## src/rtl/scmp_microcode_seq.sv

```systemverilog
// SC/MP micro-PC sequencer: picks the next microcode ROM address, stalls on bus
// handshakes and HALT, and takes the interrupt decision at instruction fetch.
module scmp_microcode_seq #(
  parameter int               UPC_W      = 8,
  parameter logic [UPC_W-1:0] RESET_ADDR = 8'h00,
  parameter logic [UPC_W-1:0] FETCH_ADDR = 8'h01,
  parameter logic [UPC_W-1:0] INT_ADDR   = 8'h02
) (
  input  logic             clk,
  input  logic             rst_n,
  input  logic [UPC_W-1:0] op_pc,
  input  logic [2:0]       mode,
  input  logic [UPC_W-1:0] target,
  input  logic             cond,
  input  logic             bus_req,
  input  logic             bus_ack,
  input  logic             irq,
  input  logic             ie,
  input  logic             cont,
  output logic [UPC_W-1:0] upc,
  output logic             stall,
  output logic             irq_taken,
  output logic             halted
);

  typedef enum logic [1:0] {RUN, BUSWAIT, HALTED} state_t;
  typedef enum logic [2:0] {
    M_NEXT, M_JUMP, M_DISPATCH, M_COND, M_CALL, M_RET, M_FETCH, M_HALT
  } mode_t;

  state_t           state_q, state_d;
  logic [UPC_W-1:0] upc_q, upc_d;
  logic [UPC_W-1:0] ret_q, ret_d;
  logic             irq_taken_q, irq_taken_d;
  logic             halted_q, halted_d;
  logic [UPC_W-1:0] upc_inc;
  logic             adv;

  assign upc_inc = upc_q + UPC_W'(1);

  always_comb begin
    state_d     = state_q;
    upc_d       = upc_q;
    ret_d       = ret_q;
    halted_d    = halted_q;
    irq_taken_d = 1'b0;
    stall       = 1'b0;
    adv         = 1'b0;

    unique case (state_q)
      RUN: begin
        if (bus_req && !bus_ack) begin
          stall   = 1'b1;
          state_d = BUSWAIT;
        end else begin
          adv = 1'b1;
        end
      end
      BUSWAIT: begin
        if (!bus_ack) begin
          stall = 1'b1;
        end else begin
          adv     = 1'b1;
          state_d = RUN;
        end
      end
      HALTED: begin
        if (cont) begin
          upc_d    = upc_inc;
          halted_d = 1'b0;
          state_d  = RUN;
        end else begin
          stall = 1'b1;
        end
      end
      default: state_d = RUN;
    endcase

    // Mode is only honoured on a cycle the bus lets us advance.
    if (adv) begin
      unique case (mode_t'(mode))
        M_NEXT:     upc_d = upc_inc;
        M_JUMP:     upc_d = target;
        M_DISPATCH: upc_d = op_pc;
        M_COND:     upc_d = cond ? target : upc_inc;
        M_CALL: begin
          ret_d = upc_inc;
          upc_d = target;
        end
        M_RET:      upc_d = ret_q;
        M_FETCH: begin
          if (irq && ie) begin
            upc_d       = INT_ADDR;
            irq_taken_d = 1'b1;
          end else begin
            upc_d = FETCH_ADDR;
          end
        end
        M_HALT: begin
          stall    = 1'b1;
          halted_d = 1'b1;
          state_d  = HALTED;
        end
        default: upc_d = upc_inc;
      endcase
    end

    // Reset always loads, so the sequencer is never reported stalled under it.
    if (!rst_n) stall = 1'b0;
  end

  always_ff @(posedge clk) begin
    if (!rst_n) begin
      state_q     <= RUN;
      upc_q       <= RESET_ADDR;
      ret_q       <= '0;
      irq_taken_q <= 1'b0;
      halted_q    <= 1'b0;
    end else begin
      state_q     <= state_d;
      upc_q       <= upc_d;
      ret_q       <= ret_d;
      irq_taken_q <= irq_taken_d;
      halted_q    <= halted_d;
    end
  end

  assign upc       = upc_q;
  assign irq_taken = irq_taken_q;
  assign halted    = halted_q;

endmodule

```

## config.mk

```make
export PLATFORM = sky130hd
export DESIGN_NAME = scmp_microcode_seq
export DESIGN_NICKNAME = d
export VERILOG_FILES = /design/src/rtl/scmp_microcode_seq.sv
export SDC_FILE = /design/constraint.sdc
export NUM_CORES = 1
export LEC_CHECK = 0
export CAP_MARGIN = 20
export CORE_ASPECT_RATIO = 0.6
export CORE_MARGIN = 3
export CORE_UTILIZATION = 51
export DETAILED_ROUTE_END_ITERATION = 16
export MAX_ROUTING_LAYER = met4
export PLACE_DENSITY_LB_ADDON = 0.25
export REMOVE_ABC_BUFFERS = 1
export SLEW_MARGIN = 20
export SYNTH_ARGS = -nofsm -noshare
export SYNTH_HDL_FRONTEND = slang
export SYNTH_SLANG_ARGS = --single-unit
```

## constraint.sdc

```tcl
create_clock -name clk -period 3.1 [get_ports clk]
set_clock_uncertainty 0.2 [all_clocks]
set_input_delay 0.31 -clock clk [delete_from_list [all_inputs] [get_ports clk]]
set_output_delay 0.31 -clock clk [all_outputs]
set_load 0.02 [all_outputs]
```

# Word-level counts from Yosys, hierarchy flattened
# Cells that the tools add are included.
[word_totals] register_bits=20 in_bits=27 output_inout_bits=11
[classes] add_sub_neg=1 n_eq_ne=9 muxes=27 reduce_logical=8
[op_table] op="$pmux W8 S6" n=1
[op_table] op="$mux W8" n=4
[op_table] op="$mux W1" n=13
[op_table] op="$eq A3 B3 Y1 const B" n=4
[op_table] op="$mux W2" n=6
[op_table] op="$add A8 B1 Y8 const B" n=1
[op_table] op="$eq A3 B2 Y1 const B" n=2
[op_table] op="$pmux W2 S3" n=1
[op_table] op="$eq A3 B1 Y1 const B" n=1
[op_table] op="$logic_not A3 Y1" n=1
[op_table] op="$pmux W1 S3" n=1
[op_table] op="$reduce_and A3 Y1" n=1
[op_table] op="$eq A2 B1 Y1 const B" n=1
[op_table] op="$eq A2 B2 Y1 const B" n=1
[op_table] op="$logic_and A1 B1 Y1" n=2
[op_table] op="$logic_not A2 Y1" n=1
[op_table] op="$pmux W1 S2" n=1
[op_table] op="$reduce_and A2 Y1" n=1
[op_table] op="$reduce_or A2 Y1" n=1
[op_table] op="$logic_not A1 Y1" n=1

# Logic depth before layout (Yosys ltp)
[logic_depth] ltp_word=7 ltp_mapped=6

# Worst setup path before layout
# Ideal clock, no wire load.
[synth_path] path_type="register -> register" start="register upc_q[0], in the netlist upc[0]" end="register upc_q[4], in the netlist upc[4]" setup_time_ps=95 arrival_ps=1459 required_ps=2805 slack_ps=1346 path_stages_with_launch=6 period_less_slack_ps=1754 cell_sequence="dfxtp_1 > ha_1 > nand3_1 > xor2_1 > nand2b_1 > a221oi_1"
[synth_via] elab_chain_cells=5
[synth_rtl] element="start, declared" line="32" rtl="logic [UPC_W-1:0] upc_q, upc_d;"
[synth_rtl] element="start signal, assigned" line="121" rtl="upc_q <= upc_d;"
[synth_rtl] element="$add A8 B1 Y8 (*)" line="39" rtl="assign upc_inc = upc_q + UPC_W'(1);"
[synth_rtl] element="$mux W8" line="68" rtl="if (cont) begin"
[synth_rtl] element="$mux W8" line="50" rtl="unique case (state_q)"
[synth_rtl] element="$pmux W8 S6" line="81" rtl="unique case (mode_t'(mode))"
[synth_rtl] element="$mux W8 (*)" line="80" rtl="if (adv) begin"
# Mark *: on every way between the ends. The rest lies on a longest branch, timed or not.
# A chain may end at the register's enable or synchronous reset.

# Worst setup path after layout
[layout_path] start="input port bus_req" end="output port stall"
[layout_via] elab_chain_cells=6
[layout_rtl] element="start, declared" line="15" rtl="input logic bus_req,"
[layout_rtl] element="$logic_and A1 B1 Y1 (*)" line="52" rtl="if (bus_req && !bus_ack) begin"
[layout_rtl] element="$mux W1" line="52"
[layout_rtl] element="$pmux W1 S3" line="50"
[layout_rtl] element="$mux W1" line="81"
[layout_rtl] element="$mux W1 (*)" line="80"
[layout_rtl] element="$mux W1 (*)" line="109" rtl="if (!rst_n) stall = 1'b0;"
[layout_rtl] element="end, declared" line="21" rtl="output logic stall,"
# Marked as above.

==> flow_metrics.py <==
metrics = {
    "status": {
        "status": "complete, no violations",
    },
    "yosys": {
        "ys.flop_type": "dfxtp_1",
        "async_flop_share_pct": 0,
        "syn_area_mm2": 0.00138,
        "netlist_instances": 160,
        "ys_types": 51,
        "synth_area_leaders": "dfxtp_1 (29%), a221oi_1 (5.1%), xnor2_1 (5.1%)",
        "synth_top_cell_by_area": "dfxtp_1",
        "synth_top_cell_area_share_pct": 29.0,
        "syn_area_per_cell_um2": 8.63,
        "ys_seq_area_share_pct": 29.0,
        "synth.ff_latch_count": 20,
        "synth_edf_count": 0,
        "yosysWarnings": 0,
    },
    "cts": {
        "cts_tree": "yes",
        "htree_levels": 1,
        "cts_root_buf": "clkbuf_8",
        "path_clk_slew_ns": 0.07,
        "cts_setup_buffers": 0,
        "holdBufCountCts": 0,
        "clock_sinks": 20,
        "post_cts_resize_count": 0,
        "clk-insertion-delay-late_ns": 0.26,
        "clock_path_buffers": 2,
        "cts_made_buffers": 3,
    },
    "final_layout": {
        "drive_above_1_share_pct": 10.7,
        "nets": 226,
        "n_fill_cell": 166,
        "stdcell_count": 226,
        "area_growth_pct": 30.2,
        "diodes": 0,
        "fin_area_mm2": 0.00180,
    },
    "floorplanning": {
        "row_count": 13,
        "die_w_um": 73.2,
        "ioPinCount": 38,
        "die_y_um": 46.3,
        "die-area_mm2": 0.00339,
        "initial_utilization_pct": 58.6,
        "core_mm2": 0.00236,
    },
    "worst_setup_path": {
        "cp.arrival_ns": 1.84,
        "endpoint_kind": "output pin",
        "required_ns": 2.59,
        "worst-setup-path-type": "input port to output pin",
        "critPathMaxFanout": 9,
        "critPathLaunchType": "input port",
    },
    "routing": {
        "num_vias": 1452,
        "routed_via_density": 6.42,
        "drt_iter0_markers": 160,
        "wire_per_inst_um": 17.9,
        "drt-pass1-iter-count": 5,
        "drc": 0,
        "drtAntennaViolNets": 0,
        "wirelength_mm": 4.04,
    },
    "pwr": {
        "switchingPower_mw": 0.211,
        "power.density_mw_per_mm2": 376,
        "seqPwrFrac_pct": 44.4,
        "pwr-share-clk_pct": 25.4,
        "intPower_mw": 0.464,
        "power_leakage_nw": 0.615,
        "comb_power_share_pct": 30.2,
        "peakVddDrop_uv": 363,
        "p_sw_share_pct": 31.3,
    },
    "timing": {
        "finalCritPeriodShare_pct": 76.0,
        "slew_headroom_pct": 62.8,
        "drv_slew": 0,
        "fmax_mhz": 425,
        "worstMarginPinSlew_ns": 0.558,
        "grt_setup_unrepaired": "no",
        "finalSetupTns_ns": 0,
        "hold_violations": 0,
        "period_needed_ns": 2.35,
        "fin_hold_ws_ns": 0.266,
        "setup_viol": 0,
    },
    "worst_hold_path": {
        "hold_path.class": "flop to flop",
    },
    "grt": {
        "antenna_found_initial": 0,
        "globalRouteMet3Util_pct": 6.10,
        "grt.met2_usage_pct": 40.3,
        "grt_max_degree": 18,
        "overflow": 0,
        "grt_most_used_layer": "met2",
        "track_usage_pct": 26.4,
        "grtUsageMet1_pct": 34.9,
        "grt_pass1_wl_mm": 6.45,
        "grt_pass1_vias": 1350,
    },
    "placement": {
        "dp_cells": 223,
        "io_buffers": 37,
        "placed_cell_area_mm2": 0.00176,
        "hpwl_mm": 3.12,
        "routabilityCongestion": 0.856,
    },
    "job": {
        "cap_violations": 0,
    },
}
[layer usage]
layer	share of wire (%)	wire (um)
met1	41	1640
met5	0	0
met3	11	455
met4	1.2	48
met2	47	1900
[worst max-delay path, cell delays in order]
cell             delay [ns]
clkdlybuf4s50_1        0.44
o21bai_4               0.25
nand3_1                0.14
and3_1                 0.18
clkdlybuf4s50_1        0.53
[cells in the mapped netlist, types with 2 or more instances]
| library cell | n |
|---|---|
| dfxtp_1 | 20 |
| nor2_1 | 16 |
| a221oi_1 | 8 |
| nand2b_1 | 8 |
| nand3_1 | 8 |
| xnor2_1 | 8 |
| a21oi_1 | 7 |
| nand2_1 | 7 |
| nor3_1 | 7 |
| o21ai_0 | 7 |
| mux2i_1 | 4 |
| o211ai_1 | 4 |
| a211oi_1 | 3 |
| a211oi_2 | 3 |
| and3_1 | 3 |
| buf_6 | 3 |
| o21a_1 | 3 |
| a221oi_2 | 2 |
| buf_2 | 2 |
| buf_4 | 2 |
| inv_1 | 2 |
| nor2b_1 | 2 |
| nor3b_1 | 2 |
| o2bb2ai_1 | 2 |
[final cells by class]
class	instances	area (um^2)	share of cell area, %
Tap cell	30	37.5	2.09
Timing Repair Buffer	41	400	22.3
Inverter	4	15.0	0.835
Sequential cell	20	400	22.3
Multi-Input combinational cell	128	903	50.2
Clock buffer	3	41.3	2.30
[stage by stage]
step	util (%)	worst slack, ns	power, mW
after floorplan	-	1.34	0.404
after global placement	74.5	0.799	0.498
after detailed placement	74.5	0.772	0.506
after CTS	76.2	0.762	0.675
after global routing	76.2	0.714	0.706
final	76.2	0.745	0.676
[layout by cell type, fill, tap and decap left out, types with 8 or more instances in the layout]
master,instances
clkdlybuf4s50_1,37
nand3_1,8
xnor2_1,8
dfxtp_1,20
nor2_1,16
a221oi_1,8
nand2b_1,8
[power by group through the flow]
stage | Clock, mW | Sequential (mW) | Combinational, mW
finish | 0.172 | 0.300 | 0.204
global route | 0.185 | 0.302 | 0.219
CTS | 0.174 | 0.299 | 0.202
detailed placement | 0 | 0.305 | 0.201
global placement | 0 | 0.303 | 0.195
floorplan | 0 | 0.312 | 0.0917
[flip-flops by register name, summed over array words and instances, names as in the netlist]
signal / cells
ret_q: 8
upc: 8
state_q: 2
halted: 1
irq_taken: 1
[final timing paths]
path / from / to / slack, ns / cells after the start
max reg2reg: upc[0]$_SDFF_PN0_ / upc[4]$_SDFF_PN0_ / 1.16 / 5
min: halted$_SDFF_PN0_ / halted$_SDFF_PN0_ / 0.27 / 2
max: bus_req / stall / 0.75 / 5
min reg2reg: halted$_SDFF_PN0_ / halted$_SDFF_PN0_ / 0.27 / 2
[kinds of logic after synthesis]
kind of cell    share of synthesized area, %
buf+inv                                 5.61
compound gates                          28.4
simple gates                            27.4
xor+xnor                                5.71
mux                                     2.90
fa+ha+maj                              0.906
flops                                   29.0
Note: power is estimated with default switching activity, not from simulation.
